[src/rtl/sram_port_pkg.sv]
// rtl/sram_port_pkg.sv - shared defaults and response entry type for the SRAM port initiator
package sram_port_pkg;

  localparam int unsigned DEF_ADDR_W = 9;
  localparam int unsigned DEF_DATA_W = 64;
  localparam int unsigned DEF_MASK_W = 4;
  localparam int unsigned DEF_DEPTH  = 3;

  typedef struct packed {
    logic [DEF_DATA_W-1:0] rdata;
    logic                  is_wack;
  } resp_entry_t;

endpackage

[src/rtl/sram_port_resp_fifo.sv]
// rtl/sram_port_resp_fifo.sv - response FIFO with modulo-DEPTH pointers (any DEPTH, not only powers of two)
module sram_port_resp_fifo
  import sram_port_pkg::*;
#(
  parameter int unsigned DEPTH   = DEF_DEPTH,
  parameter type         entry_t = resp_entry_t,
  localparam int unsigned PTR_W  = (DEPTH > 1) ? $clog2(DEPTH) : 1,
  localparam int unsigned CNT_W  = $clog2(DEPTH + 1)
) (
  input  logic             clock,
  input  logic             reset_n,
  input  logic             push,
  input  entry_t           push_data,
  input  logic             pop,
  output logic [CNT_W-1:0] count,
  output entry_t           head
);

  entry_t           mem [DEPTH];
  logic [PTR_W-1:0] wr_ptr_q, wr_ptr_d;
  logic [PTR_W-1:0] rd_ptr_q, rd_ptr_d;
  logic [CNT_W-1:0] count_q, count_d;

  function automatic logic [PTR_W-1:0] ptr_inc(input logic [PTR_W-1:0] p);
    return (p == PTR_W'(DEPTH - 1)) ? '0 : p + PTR_W'(1);
  endfunction

  always_comb begin
    wr_ptr_d = push ? ptr_inc(wr_ptr_q) : wr_ptr_q;
    rd_ptr_d = pop ? ptr_inc(rd_ptr_q) : rd_ptr_q;
    count_d  = count_q;
    case ({push, pop})
      2'b10:   count_d = count_q + CNT_W'(1);
      2'b01:   count_d = count_q - CNT_W'(1);
      default: count_d = count_q;
    endcase
  end

  always_ff @(posedge clock or negedge reset_n) begin
    if (!reset_n) begin
      wr_ptr_q <= '0;
      rd_ptr_q <= '0;
      count_q  <= '0;
    end else begin
      wr_ptr_q <= wr_ptr_d;
      rd_ptr_q <= rd_ptr_d;
      count_q  <= count_d;
    end
  end

  // Storage is left unreset; the head is only observed while count is non-zero.
  always_ff @(posedge clock) begin
    if (push) begin
      mem[wr_ptr_q] <= push_data;
    end
  end

  assign count = count_q;
  assign head  = mem[rd_ptr_q];

`ifndef SYNTHESIS
  a_no_overflow: assert property (@(posedge clock) disable iff (!reset_n)
    !(push && !pop && (count_q == CNT_W'(DEPTH))));
  a_no_pop_empty: assert property (@(posedge clock) disable iff (!reset_n)
    !(pop && (count_q == '0)));
`endif

endmodule

[src/rtl/sram_port_initiator.sv]
// rtl/sram_port_initiator.sv - SRAM RW0 port initiator with credit-gated in-order response FIFO
// Define SRAM_PORT_INITIATOR_WACK_EN to return a write-ack entry for every accepted write.
module sram_port_initiator
  import sram_port_pkg::*;
#(
  parameter int unsigned ADDR_W = DEF_ADDR_W,
  parameter int unsigned DATA_W = DEF_DATA_W,
  parameter int unsigned MASK_W = DEF_MASK_W,
  parameter int unsigned DEPTH  = DEF_DEPTH
) (
  input  logic              clock,
  input  logic              reset_n,
  input  logic              req_valid,
  output logic              req_ready,
  input  logic              req_write,
  input  logic [ADDR_W-1:0] req_addr,
  input  logic [DATA_W-1:0] req_wdata,
  input  logic [MASK_W-1:0] req_wmask,
  output logic              resp_valid,
  input  logic              resp_ready,
  output logic [DATA_W-1:0] resp_rdata,
  output logic              resp_is_wack,
  output logic [ADDR_W-1:0] RW0_addr,
  output logic [DATA_W-1:0] RW0_wdata,
  output logic [MASK_W-1:0] RW0_wmask,
  output logic              RW0_en,
  output logic              RW0_wmode,
  input  logic [DATA_W-1:0] RW0_rdata
);

  localparam int unsigned CNT_W = $clog2(DEPTH + 1);

  // Same shape as sram_port_pkg::resp_entry_t, sized to this instance's DATA_W.
  typedef struct packed {
    logic [DATA_W-1:0] rdata;
    logic              is_wack;
  } entry_t;

  logic             inflight_q, inflight_d;
  logic             wack_q, wack_d;
  logic             wr_credit;
  logic             accept;
  logic             pop;
  logic [CNT_W-1:0] count;
  logic [CNT_W:0]   occupancy;
  entry_t           push_data;
  entry_t           head;

`ifdef SRAM_PORT_INITIATOR_WACK_EN
  assign wr_credit = 1'b1;
`else
  assign wr_credit = 1'b0;
`endif

  // Credit covers both queued entries and the one still in the SRAM pipeline.
  assign occupancy = {1'b0, count} + (CNT_W+1)'(inflight_q);
  assign req_ready = reset_n & (occupancy < (CNT_W+1)'(DEPTH));
  assign accept    = req_valid & req_ready;

  always_comb begin
    RW0_en            = accept;
    RW0_wmode         = accept & req_write;
    RW0_wmask         = accept ? req_wmask : '0;
    RW0_addr          = req_addr;
    RW0_wdata         = req_wdata;
    inflight_d        = accept & (~req_write | wr_credit);
    wack_d            = accept & req_write & wr_credit;
    push_data.rdata   = wack_q ? '0 : RW0_rdata;
    push_data.is_wack = wack_q;
  end

  always_ff @(posedge clock or negedge reset_n) begin
    if (!reset_n) begin
      inflight_q <= 1'b0;
      wack_q     <= 1'b0;
    end else begin
      inflight_q <= inflight_d;
      wack_q     <= wack_d;
    end
  end

  sram_port_resp_fifo #(
    .DEPTH   (DEPTH),
    .entry_t (entry_t)
  ) u_resp_fifo (
    .clock     (clock),
    .reset_n   (reset_n),
    .push      (inflight_q),
    .push_data (push_data),
    .pop       (pop),
    .count     (count),
    .head      (head)
  );

  assign resp_valid   = (count != '0);
  assign resp_rdata   = resp_valid ? head.rdata : '0;
  assign resp_is_wack = resp_valid & head.is_wack;
  assign pop          = resp_valid & resp_ready;

endmodule

[config.mk]
export PLATFORM = sky130hd
export DESIGN_NAME = sram_port_initiator
export DESIGN_NICKNAME = d
export VERILOG_FILES = /design/src/rtl/sram_port_pkg.sv /design/src/rtl/sram_port_resp_fifo.sv /design/src/rtl/sram_port_initiator.sv
export SDC_FILE = /design/constraint.sdc
export NUM_CORES = 1
export LEC_CHECK = 0
export ABC_AREA = 1
export CAP_MARGIN = 30
export CORE_UTILIZATION = 30
export DETAILED_ROUTE_END_ITERATION = 7
export MAX_ROUTING_LAYER = met4
export SKIP_LAST_GASP = 1
export SYNTH_ARGS = -nofsm -noshare
export SYNTH_HDL_FRONTEND = slang
export SYNTH_HIERARCHICAL = 1
export SYNTH_SLANG_ARGS = --single-unit
[constraint.sdc]
create_clock -name clock -period 5.35 [get_ports clock]
set_input_delay 1.07 -clock clock [delete_from_list [all_inputs] [get_ports clock]]
set_output_delay 1.07 -clock clock [all_outputs]
set_load 0.01 [all_outputs]
==> flow_summary.toml <==
[sta]
fmax_mhz = 252
timing.setup.tns_ns = 0
worstMarginPinSlew_ns = 0.876
slew-limit-headroom_pct = 41.6
slew_violations = 0
clock_skew_ns = 0.00875
setup_viol = 0
post-route-min-period_ns = 3.97
rsz0062_at_grt = "false"
finalHoldViolations = 0
fin_crit_sh_pct = 74.3

[power_and_ir_drop]
powerDensity_nw_per_um2 = 525
p_int_w = 0.00366
power_switching_w = 0.00187
p_total_w = 0.00553
p_sw_share_pct = 33.8
share_comb_of_total_power_pct = 40.1
seqPwrFrac_pct = 34.4
power.share.clock_pct = 25.5
ir_drop_mv = 0.422
p_leak_nw = 3.94

[finish]
final_common_cell = "nand2_1"
drive_gt1_share_pct = 5.24
layout_common_cells = "nand2_1, edfxtp_1, clkdlybuf4s50_1"
nNetsFinal = 974
syn2layout_area_growth_pct = 23.1

[cts]
hold_buffers = 0
htree_levels = 1
cts-root-to-sink-buffers = 3
cts-root-buf = "clkbuf_16"
cts_tree = "yes"
cts.repair.resized = 0
clock-sinks = 202
clock_latency_ns = 0.50
cts_buffers = 22
post_cts_buffers = 0
clkTransAtPathRegs_ns = 0.06

[placed_design]
gp_congestion = 0.678
dp_hpwl_um = 12800
port_buffers = 145

[synth]
synth_area_um2 = 8550
synth_edf_count = 195
synth_top_area_cell = "edfxtp_1"
netlist.area_leader.share_pct = 68.5
yosys_warnings = 6
ys_seq_elements = 202
async_flop_share_pct = 3.47
ys.flop_type = "edfxtp_1"
syn_inst = 747
yosysSeqAreaShare_pct = 70.5
synth_cell_type_count = 17
yosys-top-cells-area = "edfxtp_1, nand2_1, buf_4"
syn_avg_cell_area_um2 = 11.5

[setup_path]
path_cells = "clkdlybuf4s50_1 -> nand4_1 -> nor2_1 -> clkdlybuf4s50_1"
worstPathRequired_ns = 4.28
crit_path_top_delay_cell = "clkdlybuf4s50_1"
crit_arrival_ns = 2.90
start_kind = "primary input"
cp_max_fo = 9
critPathMostFrequentCell = "clkdlybuf4s50_1"
slowest_delay_ns = 0.72
critPathCaptureType = "output port"
crit_type = "primary input to output port"

[global_routing]
grt_overflow = 0
grt_pass1_wl_um = 30400
grt_start_max_net_pins = 67
antenna_found_initial = 1
first_global_vias = 5203
grt_use_total_pct = 14.4

[routing]
first_iter_violations = 296
routed-via-count = 5199
vias_per_cell = 4.27
route.detailed.drc = 0
postRouteAntennaNets = 0
first_pass_iters = 4
wirelength_um = 20600
routedWlPerCell_um = 16.9

[worst_hold_path]
worstHoldPathType = "register to register"

[floorplanning]
die_area_um2 = 29200
dieWidth_um = 171
ios = 292
core-area_um2 = 27900
dieHeight_um = 171
rows = 61
start_util_pct = 30.6

[outcome]
status = "complete, no violations"

[job]
max-cap-violations = 0
-- through the flow --
stage	utilization, %	setup WS [ns]	area, um^2	hold WS (ns)	instances
floorplan	-	1.92	8570	0.506	749
global placement	35.3	1.35	9860	0.550	1179
detailed placement	35.3	1.34	9860	0.557	1179
CTS	37.7	1.33	10500	0.571	1217
global route	37.7	1.21	10500	0.616	1218
finish	37.7	1.38	10500	0.560	1218
-- final cells by class --
| class | instances | area [um^2] |
|---|---|---|
| fill | 2762 | 17400 |
| sequential | 202 | 6030 |
| multi-input combinational | 360 | 1510 |
| timing repair buffer | 153 | 1510 |
| clock buffer | 28 | 594 |
| tap | 378 | 473 |
| inverter | 86 | 325 |
| clock inverter | 10 | 73.8 |
| antenna | 1 | 2.50 |
-- sequential cells by signal, summed over array words and instances (netlist names) --
signal and flops:
inflight_q 1, u_resp_fifo/rd_ptr_q 2, u_resp_fifo/mem 195, u_resp_fifo/count 2
u_resp_fifo/wr_ptr_q 2
-- logic make-up (layout without fill, tap and decap cells) --
kind of cell	count (synthesis)	count (layout)	share of synthesized area, %
AND/OR/NAND/NOR	349	349	16.5
flip-flops	202	202	70.5
buffers and inverters	187	277	12.2
AO/OA/AOI/OAI	4	4	0.234
adder cells (fa/ha/maj)	3	3	0.439
other	1	4	0.0438
XOR/XNOR	1	1	0.102
-- per-layer routing --
layer	vias to the layer above	share of wire [%]	track usage (%)
met2	147	50	24.8
met4	0	3.9	5.78
met3	73	7.5	3.77
met5	-	0	-
met1	2469	38	15.8
li1	2510	-	-
-- synth_stat cells, types with 2 or more instances --
cell type,number
edfxtp_1,195
nand2_1,202
nand3_1,69
nor2_2,2
dfrtp_1,7
buf_4,79
o21ai_0,4
nor2_1,73
buf_6,4
nand4_1,2
clkbuf_1,4
buf_2,14
inv_1,86
ha_1,3
-- worst paths after layout --
kind	start	endpoint	slack, ns	cells past startpoint
setup / recovery	reset_n	RW0_wmask[1]	1.38	4
hold / removal	inflight_q	u_resp_fifo/wr_ptr_q[1]	0.56	1
setup reg to reg	u_resp_fifo/count[0]	u_resp_fifo/count[1]	2.84	8
hold reg to reg	inflight_q	u_resp_fifo/wr_ptr_q[1]	0.56	1
max in group asynchronous	reset_n	u_resp_fifo/rd_ptr_q[1]	4.17	1
min in group asynchronous	reset_n	u_resp_fifo/wr_ptr_q[0]	0.87	1
-- power by group through the flow --
stage	registers, W	logic (W)	clock network, W
3_5_place_dp	0.00193	0.00228	0
2_1_floorplan	0.00192	0.00127	0
4_1_cts	0.00190	0.00229	0.00145
3_3_place_gp	0.00193	0.00228	0
5_1_grt	0.00191	0.00249	0.00151
6_report	0.00190	0.00222	0.00141
-- critical path, delay by kind of cell --
kind	cells	cell delay, ns
buffers and inverters	2	1.28
AND/OR/NAND/NOR	2	0.55
Power figures use the tool's default switching activity.
